[src/rtl/fifo_pkg.sv]
// Shared FIFO definitions for the AXI-side and UART-side byte buffers.
// Holds the default word/depth sizes and the pointer/level width rule so every
// FIFO instance in the slice agrees on how wide its counters are.
package fifo_pkg;

  localparam int unsigned DefWidth = 8;
  localparam int unsigned DefDepth = 16;

  // Pointer width: indexes DEPTH entries (DEPTH is a power of two).
  function automatic int unsigned addr_w(input int unsigned depth);
    return $clog2(depth);
  endfunction

  // Level width: one extra bit so a completely full FIFO (level == DEPTH) fits.
  function automatic int unsigned level_w(input int unsigned depth);
    return $clog2(depth) + 1;
  endfunction

endpackage

[src/rtl/fifo_regfile.sv]
// Storage array for the FIFO: DEPTH words of WIDTH bits.
// Ports:
//   i_clk      clock
//   i_wr_en    write strobe, i_wr_data stored at i_wr_addr on the rising edge
//   i_wr_addr  write index
//   i_wr_data  write word
//   i_rd_addr  read index
//   o_rd_data  word at i_rd_addr (asynchronous read)
// Contents are deliberately not reset; the owner tracks which entries are live.
module fifo_regfile
  import fifo_pkg::*;
#(
  parameter int unsigned WIDTH = DefWidth,
  parameter int unsigned DEPTH = DefDepth,
  localparam int unsigned AW = addr_w(DEPTH)
) (
  input  logic             i_clk,
  input  logic             i_wr_en,
  input  logic [AW-1:0]    i_wr_addr,
  input  logic [WIDTH-1:0] i_wr_data,
  input  logic [AW-1:0]    i_rd_addr,
  output logic [WIDTH-1:0] o_rd_data
);

  logic [WIDTH-1:0] r_mem [DEPTH];

  always_ff @(posedge i_clk) begin
    if (i_wr_en) begin
      r_mem[i_wr_addr] <= i_wr_data;
    end
  end

  assign o_rd_data = r_mem[i_rd_addr];

endmodule

[src/rtl/sync_fifo_pkt.sv]
// Synchronous FIFO of WIDTH-bit words, each tagged with a packet-end flag.
// Ports:
//   clk, rst                 clock, asynchronous active-high reset
//   wr_en, din, din_last     push request with word and packet-end flag
//   rd_en                    pop request (FWFT: acknowledge of the shown word)
//   err_clr                  clears the sticky overflow/underflow flags
//   dout, dout_last          read word and its packet-end flag
//   dout_valid               dout/dout_last carry a word
//   full, empty              occupancy flags
//   almost_full/empty        level >= AF_THRESH / level <= AE_THRESH
//   level                    stored entries, 0..DEPTH
//   pkt_count, pkt_avail     stored entries with last=1, and pkt_count != 0
//   overflow, underflow      sticky rejected-request flags
// FWFT=0: an accepted read registers the head word; dout_valid pulses for one cycle.
// FWFT=1: the head word is shown straight from storage while the FIFO is not empty.
module sync_fifo_pkt
  import fifo_pkg::*;
#(
  parameter int unsigned WIDTH     = DefWidth,
  parameter int unsigned DEPTH     = DefDepth,
  parameter bit          FWFT      = 1'b0,
  parameter int unsigned AF_THRESH = DEPTH - 2,
  parameter int unsigned AE_THRESH = 2,
  localparam int unsigned AW = addr_w(DEPTH),
  localparam int unsigned LW = level_w(DEPTH)
) (
  input  logic             clk,
  input  logic             rst,
  input  logic             wr_en,
  input  logic [WIDTH-1:0] din,
  input  logic             din_last,
  input  logic             rd_en,
  input  logic             err_clr,
  output logic [WIDTH-1:0] dout,
  output logic             dout_last,
  output logic             dout_valid,
  output logic             full,
  output logic             empty,
  output logic             almost_full,
  output logic             almost_empty,
  output logic [LW-1:0]    level,
  output logic [LW-1:0]    pkt_count,
  output logic             pkt_avail,
  output logic             overflow,
  output logic             underflow
);

  localparam logic [LW-1:0] DepthL = LW'(DEPTH);
  localparam logic [LW-1:0] AfL    = LW'(AF_THRESH);
  localparam logic [LW-1:0] AeL    = LW'(AE_THRESH);

  logic [AW-1:0] r_wptr, r_rptr;
  logic [LW-1:0] r_level, r_pkt;
  logic          r_full, r_empty, r_af, r_ae, r_pkt_avail, r_ovf, r_unf;

  logic          w_wr_acc, w_rd_acc, w_head_last;
  logic [WIDTH:0] w_head;
  logic [LW-1:0] w_level_d, w_pkt_d;

  // Acceptance uses this cycle's flags only: a read never frees room for a
  // same-cycle write, and a write never feeds a same-cycle read.
  assign w_wr_acc    = wr_en && !r_full;
  assign w_rd_acc    = rd_en && !r_empty;
  assign w_head_last = w_head[WIDTH];

  fifo_regfile #(
    .WIDTH (WIDTH + 1),
    .DEPTH (DEPTH)
  ) u_regfile (
    .i_clk     (clk),
    .i_wr_en   (w_wr_acc),
    .i_wr_addr (r_wptr),
    .i_wr_data ({din_last, din}),
    .i_rd_addr (r_rptr),
    .o_rd_data (w_head)
  );

  always_comb begin
    w_level_d = r_level + LW'(w_wr_acc) - LW'(w_rd_acc);
    w_pkt_d   = r_pkt + LW'(w_wr_acc && din_last) - LW'(w_rd_acc && w_head_last);
  end

  always_ff @(posedge clk or posedge rst) begin
    if (rst) begin
      r_wptr      <= '0;
      r_rptr      <= '0;
      r_level     <= '0;
      r_pkt       <= '0;
      r_full      <= 1'b0;
      r_empty     <= 1'b1;
      r_af        <= 1'b0;
      r_ae        <= 1'b1;
      r_pkt_avail <= 1'b0;
      r_ovf       <= 1'b0;
      r_unf       <= 1'b0;
    end else begin
      if (w_wr_acc) r_wptr <= r_wptr + AW'(1);
      if (w_rd_acc) r_rptr <= r_rptr + AW'(1);
      r_level     <= w_level_d;
      r_pkt       <= w_pkt_d;
      r_full      <= (w_level_d == DepthL);
      r_empty     <= (w_level_d == '0);
      r_af        <= (w_level_d >= AfL);
      r_ae        <= (w_level_d <= AeL);
      r_pkt_avail <= (w_pkt_d != '0);
      // A new error in the clearing cycle must not be lost, so set wins.
      r_ovf       <= (wr_en && r_full) || (r_ovf && !err_clr);
      r_unf       <= (rd_en && r_empty) || (r_unf && !err_clr);
    end
  end

  if (FWFT) begin : g_fwft
    // Masked while empty so stale storage never shows on dout.
    assign dout       = r_empty ? '0 : w_head[WIDTH-1:0];
    assign dout_last  = !r_empty && w_head_last;
    assign dout_valid = !r_empty;
  end else begin : g_std
    logic [WIDTH-1:0] r_dout;
    logic             r_dout_last, r_dout_valid;

    always_ff @(posedge clk or posedge rst) begin
      if (rst) begin
        r_dout       <= '0;
        r_dout_last  <= 1'b0;
        r_dout_valid <= 1'b0;
      end else begin
        r_dout_valid <= w_rd_acc;
        if (w_rd_acc) begin
          r_dout      <= w_head[WIDTH-1:0];
          r_dout_last <= w_head_last;
        end
      end
    end

    assign dout       = r_dout;
    assign dout_last  = r_dout_last;
    assign dout_valid = r_dout_valid;
  end

  assign full         = r_full;
  assign empty        = r_empty;
  assign almost_full  = r_af;
  assign almost_empty = r_ae;
  assign level        = r_level;
  assign pkt_count    = r_pkt;
  assign pkt_avail    = r_pkt_avail;
  assign overflow     = r_ovf;
  assign underflow    = r_unf;

endmodule

[config.mk]
export PLATFORM = sky130hd
export DESIGN_NAME = sync_fifo_pkt
export DESIGN_NICKNAME = d
export VERILOG_FILES = /design/src/rtl/fifo_pkg.sv /design/src/rtl/fifo_regfile.sv /design/src/rtl/sync_fifo_pkt.sv
export SDC_FILE = /design/constraint.sdc
export NUM_CORES = 1
export LEC_CHECK = 0
export CORE_UTILIZATION = 40
export CTS_BUF_LIST = sky130_fd_sc_hd__clkbuf_8 sky130_fd_sc_hd__clkbuf_16
export DETAILED_ROUTE_END_ITERATION = 8
export DONT_BUFFER_PORTS = 1
export HOLD_SLACK_MARGIN = 0.15
export SLEW_MARGIN = 10
export SYNTH_ARGS = -nofsm -noshare
export SYNTH_HDL_FRONTEND = slang
export SYNTH_SLANG_ARGS = --single-unit
[constraint.sdc]
create_clock -name clk -period 3.2 [get_ports clk]
set_input_delay 0.8 -clock clk [delete_from_list [all_inputs] [get_ports clk]]
set_output_delay 0.8 -clock clk [all_outputs]
set_load 0.05 [all_outputs]
==> results.sh, run 1 <==
export IMPL_endpoint="pkt_avail"
export IMPL_critPathMaxFanout=2
export IMPL_synth_most_common_cell="edfxtp_1"
export IMPL_synth_avg_cell_area_um2=15.4
export IMPL_status="finished, violations left"
export IMPL_core_um2=18000
export IMPL_setup_viol=1
export IMPL_synth_common_cells="144 x edfxtp_1, 70 x mux2i_1, 33 x dfrtp_1"
export IMPL_switching_share=0.385
export IMPL_finalHoldViolCount=0
export IMPL_cp_required_ns=3.49
export IMPL_stdcell_count=751
export IMPL_power_leakage_nw=3.10
export IMPL_rows=49
export IMPL_start_util=0.408
export IMPL_wl_met3_um=926
export IMPL_path_class="flop to flop"
export IMPL_hold_path_class="primary input to async pin"
export IMPL_grt_pass1_vias=4063
export IMPL_h_tree_depth=4
export IMPL_p_per_area_nw_per_um2=1020
export IMPL_comb_power_share=0.330
export IMPL_fin_nets=540
export IMPL_ctsRootBufferMaster="clkbuf_16"
export IMPL_yosysTopAreaCell="edfxtp_1"
export IMPL_dr_pass1_iters=6
export IMPL_p_clk_frac=0.238
export IMPL_clk_path_buf_depth=2
export IMPL_cts_sinks=179
export IMPL_drt_wl_total_um=15300
export IMPL_synth_top_cell_area_share=0.589
export IMPL_via_per_inst=5.38
export IMPL_cts_clk_slew_worst_paths_ns=0.06
export IMPL_reg2reg_to="pkt_avail"
export IMPL_drive_above_1_share=0.155
export IMPL_placed_cells=717
export IMPL_power_frac_seq=0.431
export IMPL_synth_area_leaders="edfxtp_1 59%, dfrtp_1 11%, mux2i_1 9.5%, a22oi_1 2.7%, ha_1 2.6%"
export IMPL_synth_cell_area_um2=7340
export IMPL_tightestPinTransition_ns=0.850
export IMPL_syn_to_final_growth_pct=14.5
export IMPL_clk_insertion_delay_late_ns=0.42
export IMPL_place_gp_congestion=0.743
export IMPL_numCtsBuffers=17
export IMPL_port_buffers=0
export IMPL_drv_slew=0
export IMPL_fin_ws_ns=-0.0133
export IMPL_synth_edf_count=144
export IMPL_yosysWarningCount=0
export IMPL_antenna_found_initial=0
export IMPL_grt_max_degree=43
export IMPL_dieArea_um2=18900
export IMPL_synthCells=477
export IMPL_setup_worst_path_start_class="flop"
export IMPL_worst_r2r_path_depth=12
export IMPL_grt_pass1_wl_um=23400
export IMPL_cp_arrival_ns=3.50
export IMPL_max_cap_violations=0
export IMPL_clock_fmax_ghz=0.311
export IMPL_critPathLaunch="r_rptr[2]"
export IMPL_r2r_start="r_rptr[2]"
export IMPL_r2r_slack_ns=-0.01
export IMPL_wl_met1_um=6880
export IMPL_worstSetupEndpointType="flop"
export IMPL_vdd_drop_max_mv=0.442
export IMPL_vias=4041
export IMPL_synth_main_ff_cell="edfxtp_1"
export IMPL_grtUsageTotal=0.176
export IMPL_post_synth_num_cell_types=34
export IMPL_drc=0
export IMPL_grt_overflow_total=0
export IMPL_synth_seq_cells=179
export IMPL_violations="setup timing"
export IMPL_syn_nets=508
export IMPL_whs_ns=0.405
export IMPL_utilization=0.468
export IMPL_p_total_mw=8.57
export IMPL_route_met2_wl_um=7310
export IMPL_period_minus_slack_ns=3.21
export IMPL_fin_crit_sh=1.00
export IMPL_diodes=0
export IMPL_drtIter0Drc=236
export IMPL_maxSlewHeadroom=0.433
export IMPL_detailed_place_hpwl_um=9610
export IMPL_n_fill_cell=1530
export IMPL_preCtsSetupSlack_ns=-0.157
export IMPL_async_flop_share=0.196
export IMPL_drtAntennaViolNets=0
export IMPL_cts_tree="built"
export IMPL_p_int_mw=5.27
export IMPL_wire_per_inst_um=20.4
export IMPL_clock_skew_ns=0.00531
export IMPL_ioPinCount=41
export IMPL_die_h_um=137
export IMPL_die_w_um=137
export IMPL_p_switching_mw=3.30
export IMPL_highest_layer="met4"
export IMPL_rsz0062_at_grt="true"
export IMPL_ys_seq_area_frac=0.709
-- metal layers --
metal,global-route usage,vias up
li1,-,1845
met1,0.238,2068
met2,0.270,111
met3,0.0482,17
met4,0.0641,0
met5,0,-
-- power by group through the flow --
stage | registers [mW] | logic [mW] | clock network [mW]
2_1_floorplan | 3.72 | 2.07 | 0
3_3_place_gp | 3.73 | 2.74 | 0
3_5_place_dp | 3.75 | 2.83 | 0
4_1_cts | 3.70 | 2.83 | 2.08
5_1_grt | 3.75 | 3.12 | 2.17
6_report | 3.70 | 2.83 | 2.04
-- per-stage QoR --
stage | cell area [um^2] | TNS [ns]
6_report | 8400 | -0.0133
5_1_grt | 8400 | -0.187
4_1_cts | 8380 | -0.0378
3_5_place_dp | 7790 | -0.157
3_3_place_gp | 7790 | -0.0750
2_1_floorplan | 7360 | -0.0638
-- how the worst min path moves through the flow --
stage | cells past startpoint | startpoint | slack (ns) | end
floorplan | 3 | r_rptr[1] | 0.54 | r_rptr[1]
global placement | 2 | r_rptr[1] | 0.55 | r_rptr[1]
detailed placement | 1 | pkt_count[0] | 0.56 | pkt_count[0]
CTS | 1 | rst | 0.43 | r_rptr[1]
global route | 0 | din[7] | 0.44 | u_regfile.r_mem[3][7]
finish | 1 | rst | 0.40 | pkt_count[0]
-- cell usage in the layout (no fill, tap or decap), types with 3 or more instances in the layout --
| master | n |
|---|---|
| edfxtp_1 | 144 |
| mux2i_1 | 70 |
| buf_4 | 37 |
| nand2_1 | 32 |
| dfrtp_1 | 32 |
| a22oi_1 | 26 |
| inv_1 | 21 |
| nand4_1 | 18 |
| clkbuf_16 | 17 |
| nor2_1 | 15 |
| ha_1 | 14 |
| nand3_1 | 11 |
| xnor2_1 | 11 |
| a21oi_1 | 10 |
| nor2b_1 | 7 |
| o21ai_0 | 6 |
| nor3_1 | 5 |
| xor2_1 | 3 |
| nand2b_1 | 3 |
| a2111oi_2 | 3 |
| clkinv_2 | 3 |
-- area by class of cell --
cell class / instances / area [um^2] / area share
Inverter: 21 / 78.8 / 0.00939
Sequential cell: 179 / 5210 / 0.620
Multi-Input combinational cell: 252 / 1950 / 0.232
Clock inverter: 15 / 160 / 0.0191
Clock buffer: 17 / 425 / 0.0507
Timing Repair Buffer: 38 / 289 / 0.0344
Tap cell: 229 / 287 / 0.0341
-- what timing repair did --
item / 4_1_cts / 5_1_grt
cloned: 0 / 0
endpoints found under the setup margin: 1 / 1
pin swaps: 2 / 2
hold buffers: 0 / 0
resized for setup: 0 / 3
setup buffers: 0 / 2
-- sequential cells by signal (all words and copies together), names as in the netlist, 4 cells and up --
register         cells
u_regfile.r_mem    144
dout                 8
level                5
pkt_count            5
r_rptr               4
r_wptr               4
-- logic make-up (layout without fill, tap and decap cells) --
family                     after synthesis  count (layout)  share of synthesized area
adders and majority gates               17              17                     0.0310
muxes                                   71              71                     0.0986
xor gates and xnor gates                14              14                     0.0167
AOI/OAI and AO/OA                       51              51                     0.0503
and+or+nand+nor                         99              99                     0.0670
buffers and inverters                   46              91                     0.0273
DFF                                    179             179                      0.709
-- worst max-delay path, cell delays in order, from the launching register on --
cell and delay [ns]:
dfrtp_1 0.38, mux4_2 0.50, nand2b_4 0.15, nand4_1 0.08
nand2_1 0.06, ha_1 0.27, inv_1 0.06, ha_2 0.17
inv_2 0.04, fa_1 0.49, inv_2 0.04, or3_1 0.36
or4b_1 0.50
Note: power is estimated with default switching activity, not from simulation.
==> run 2, diff against run 1 <==
--- a/config.mk
+++ b/config.mk
@@ -10,6 +10,7 @@
 export DETAILED_ROUTE_END_ITERATION = 8
 export DONT_BUFFER_PORTS = 1
 export HOLD_SLACK_MARGIN = 0.15
+export SKIP_LAST_GASP = 1
 export SLEW_MARGIN = 10
 export SYNTH_ARGS = -nofsm -noshare
 export SYNTH_HDL_FRONTEND = slang
==> results.sh, run 2 (synthesis gave the netlist of run 1 again) <==
export IMPL_status="finished, violations left"
export IMPL_violations="setup timing"
export IMPL_die_h_um=137
export IMPL_grt_pass1_vias=4063
export IMPL_use_met3=0.0482
export IMPL_port_buffers=0
export IMPL_die_w_um=137
export IMPL_drc=0
export IMPL_fin_crit_sh=1.00
export IMPL_fin_ws_ns=-0.0112
export IMPL_via_per_inst=5.40
export IMPL_rsz0062_at_grt="true"
export IMPL_cp_arrival_ns=3.50
export IMPL_final_common_cell="edfxtp_1"
export IMPL_setup_viol=1
export IMPL_stdcell_area_um2=8400
export IMPL_antenna_found_initial=0
export IMPL_clk_insertion_delay_late_ns=0.42
export IMPL_wire_per_inst_um=20.4
export IMPL_start_util=0.408
export IMPL_cts_tree="built"
export IMPL_critPathMaxFanout=2
export IMPL_setup_worst_path_start_class="flop"
export IMPL_drtAntennaViolNets=0
export IMPL_drv_slew=0
export IMPL_preCtsSetupSlack_ns=-0.157
export IMPL_numCtsBuffers=17
export IMPL_cts_clk_slew_worst_paths_ns=0.06
export IMPL_p_per_area_nw_per_um2=1020
export IMPL_grt_max_degree=43
export IMPL_hold_buffers=0
export IMPL_ioPinCount=41
export IMPL_dr_pass1_iters=5
export IMPL_syn_to_final_growth_pct=14.5
export IMPL_path_class="flop to flop"
export IMPL_vias=4058
export IMPL_clock_fmax_ghz=0.311
export IMPL_period_minus_slack_ns=3.21
export IMPL_final_cell_mix="144 x edfxtp_1, 70 x mux2i_1, 37 x buf_4, 32 x nand2_1, 32 x dfrtp_1"
export IMPL_detailed_place_hpwl_um=9610
export IMPL_dieArea_um2=18900
export IMPL_grt_overflow_total=0
export IMPL_grt_pass1_wl_um=23400
export IMPL_power_leakage_nw=3.10
export IMPL_fin_nets=540
export IMPL_place_area_um2=7790
export IMPL_vdd_drop_max_mv=0.441
export IMPL_ctsRootBufferMaster="clkbuf_16"
export IMPL_largest_register="u_regfile.r_mem"
export IMPL_core_um2=18000
export IMPL_drive_above_1_share=0.151
export IMPL_rows=49
export IMPL_finalHoldViolCount=0
export IMPL_max_cap_violations=0
export IMPL_cp_required_ns=3.49
export IMPL_place_gp_congestion=0.743
export IMPL_use_met2=0.270
export IMPL_diodes=0
export IMPL_maxSlewHeadroom=0.433
export IMPL_clk_path_buf_depth=2
export IMPL_busiest_layer="met2"
export IMPL_drt_wl_total_um=15300
export IMPL_worstSetupEndpointType="flop"
export IMPL_cts_sinks=179
export IMPL_clock_skew_ns=0.00529
export IMPL_h_tree_depth=4
export IMPL_tightestPinTransition_ns=0.850
export IMPL_drtIter0Drc=236
export IMPL_grt_util_met1=0.238
export IMPL_largest_reg_flops=144
export IMPL_grtUsageTotal=0.176
export IMPL_hold_path_class="primary input to async pin"
[run 2: cell type report]
type                    count  area (um^2)
multi-input cells         252         1950
clock buffers              17          425
repair buffers             38          289
clock inverters            15          160
fillers                  1530         9570
well taps                 229          287
flip-flops and latches    179         5210
inverters                  21         78.8
[run 2: worst paths after layout]
check / startpoint / end / slack (ns) / cells past startpoint
hold reg to reg: pkt_count[0] / pkt_count[0] / 0.57 / 1
setup / recovery: r_rptr[2] / pkt_avail / -0.01 / 12
min in group clk: din[7] / u_regfile.r_mem[3][7] / 0.47 / 0
hold / removal: rst / pkt_count[0] / 0.40 / 1
max in group asynchronous: rst / empty / 1.99 / 2
setup reg to reg: r_rptr[2] / pkt_avail / -0.01 / 12
[run 2: per-layer routing]
| metal | share of wire | up-vias |
|---|---|---|
| li1 | - | 1847 |
| met1 | 0.45 | 2081 |
| met2 | 0.48 | 115 |
| met3 | 0.060 | 15 |
| met4 | 0.012 | 0 |
| met5 | 0 | - |
[run 2: critical path, stage by stage (launching register included)]
cell and delay (ns):
dfrtp_1 0.38, mux4_2 0.50, nand2b_4 0.15, nand4_1 0.08, nand2_1 0.06, ha_1 0.27
inv_1 0.06, ha_2 0.16, inv_1 0.05, fa_1 0.47, inv_1 0.05, or3_1 0.36
or4b_1 0.50
[run 2: through the flow]
stage | total power, mW | util | cells | hold slack, ns | setup TNS [ns]
after floorplan | 5.79 | - | 477 | 0.543 | -0.0638
after global placement | 6.47 | 0.434 | 717 | 0.549 | -0.0750
after detailed placement | 6.57 | 0.434 | 717 | 0.555 | -0.157
after CTS | 8.61 | 0.466 | 749 | 0.426 | -0.0378
after global routing | 9.02 | 0.468 | 751 | 0.443 | -0.194
final | 8.56 | 0.468 | 751 | 0.405 | -0.0112
[run 2: what timing repair did]
item,4_1_cts,5_1_grt
setup endpoints to repair,1,1
setup buffers,0,2
pin swaps,2,2
gates resized for setup,0,1
[run 2: power breakdown]
group | switching (mW) | leakage, nW | internal [mW]
Clock | 0.883 | 0.291 | 1.16
Sequential | 0.741 | 1.71 | 2.95
Combinational | 1.67 | 1.09 | 1.15
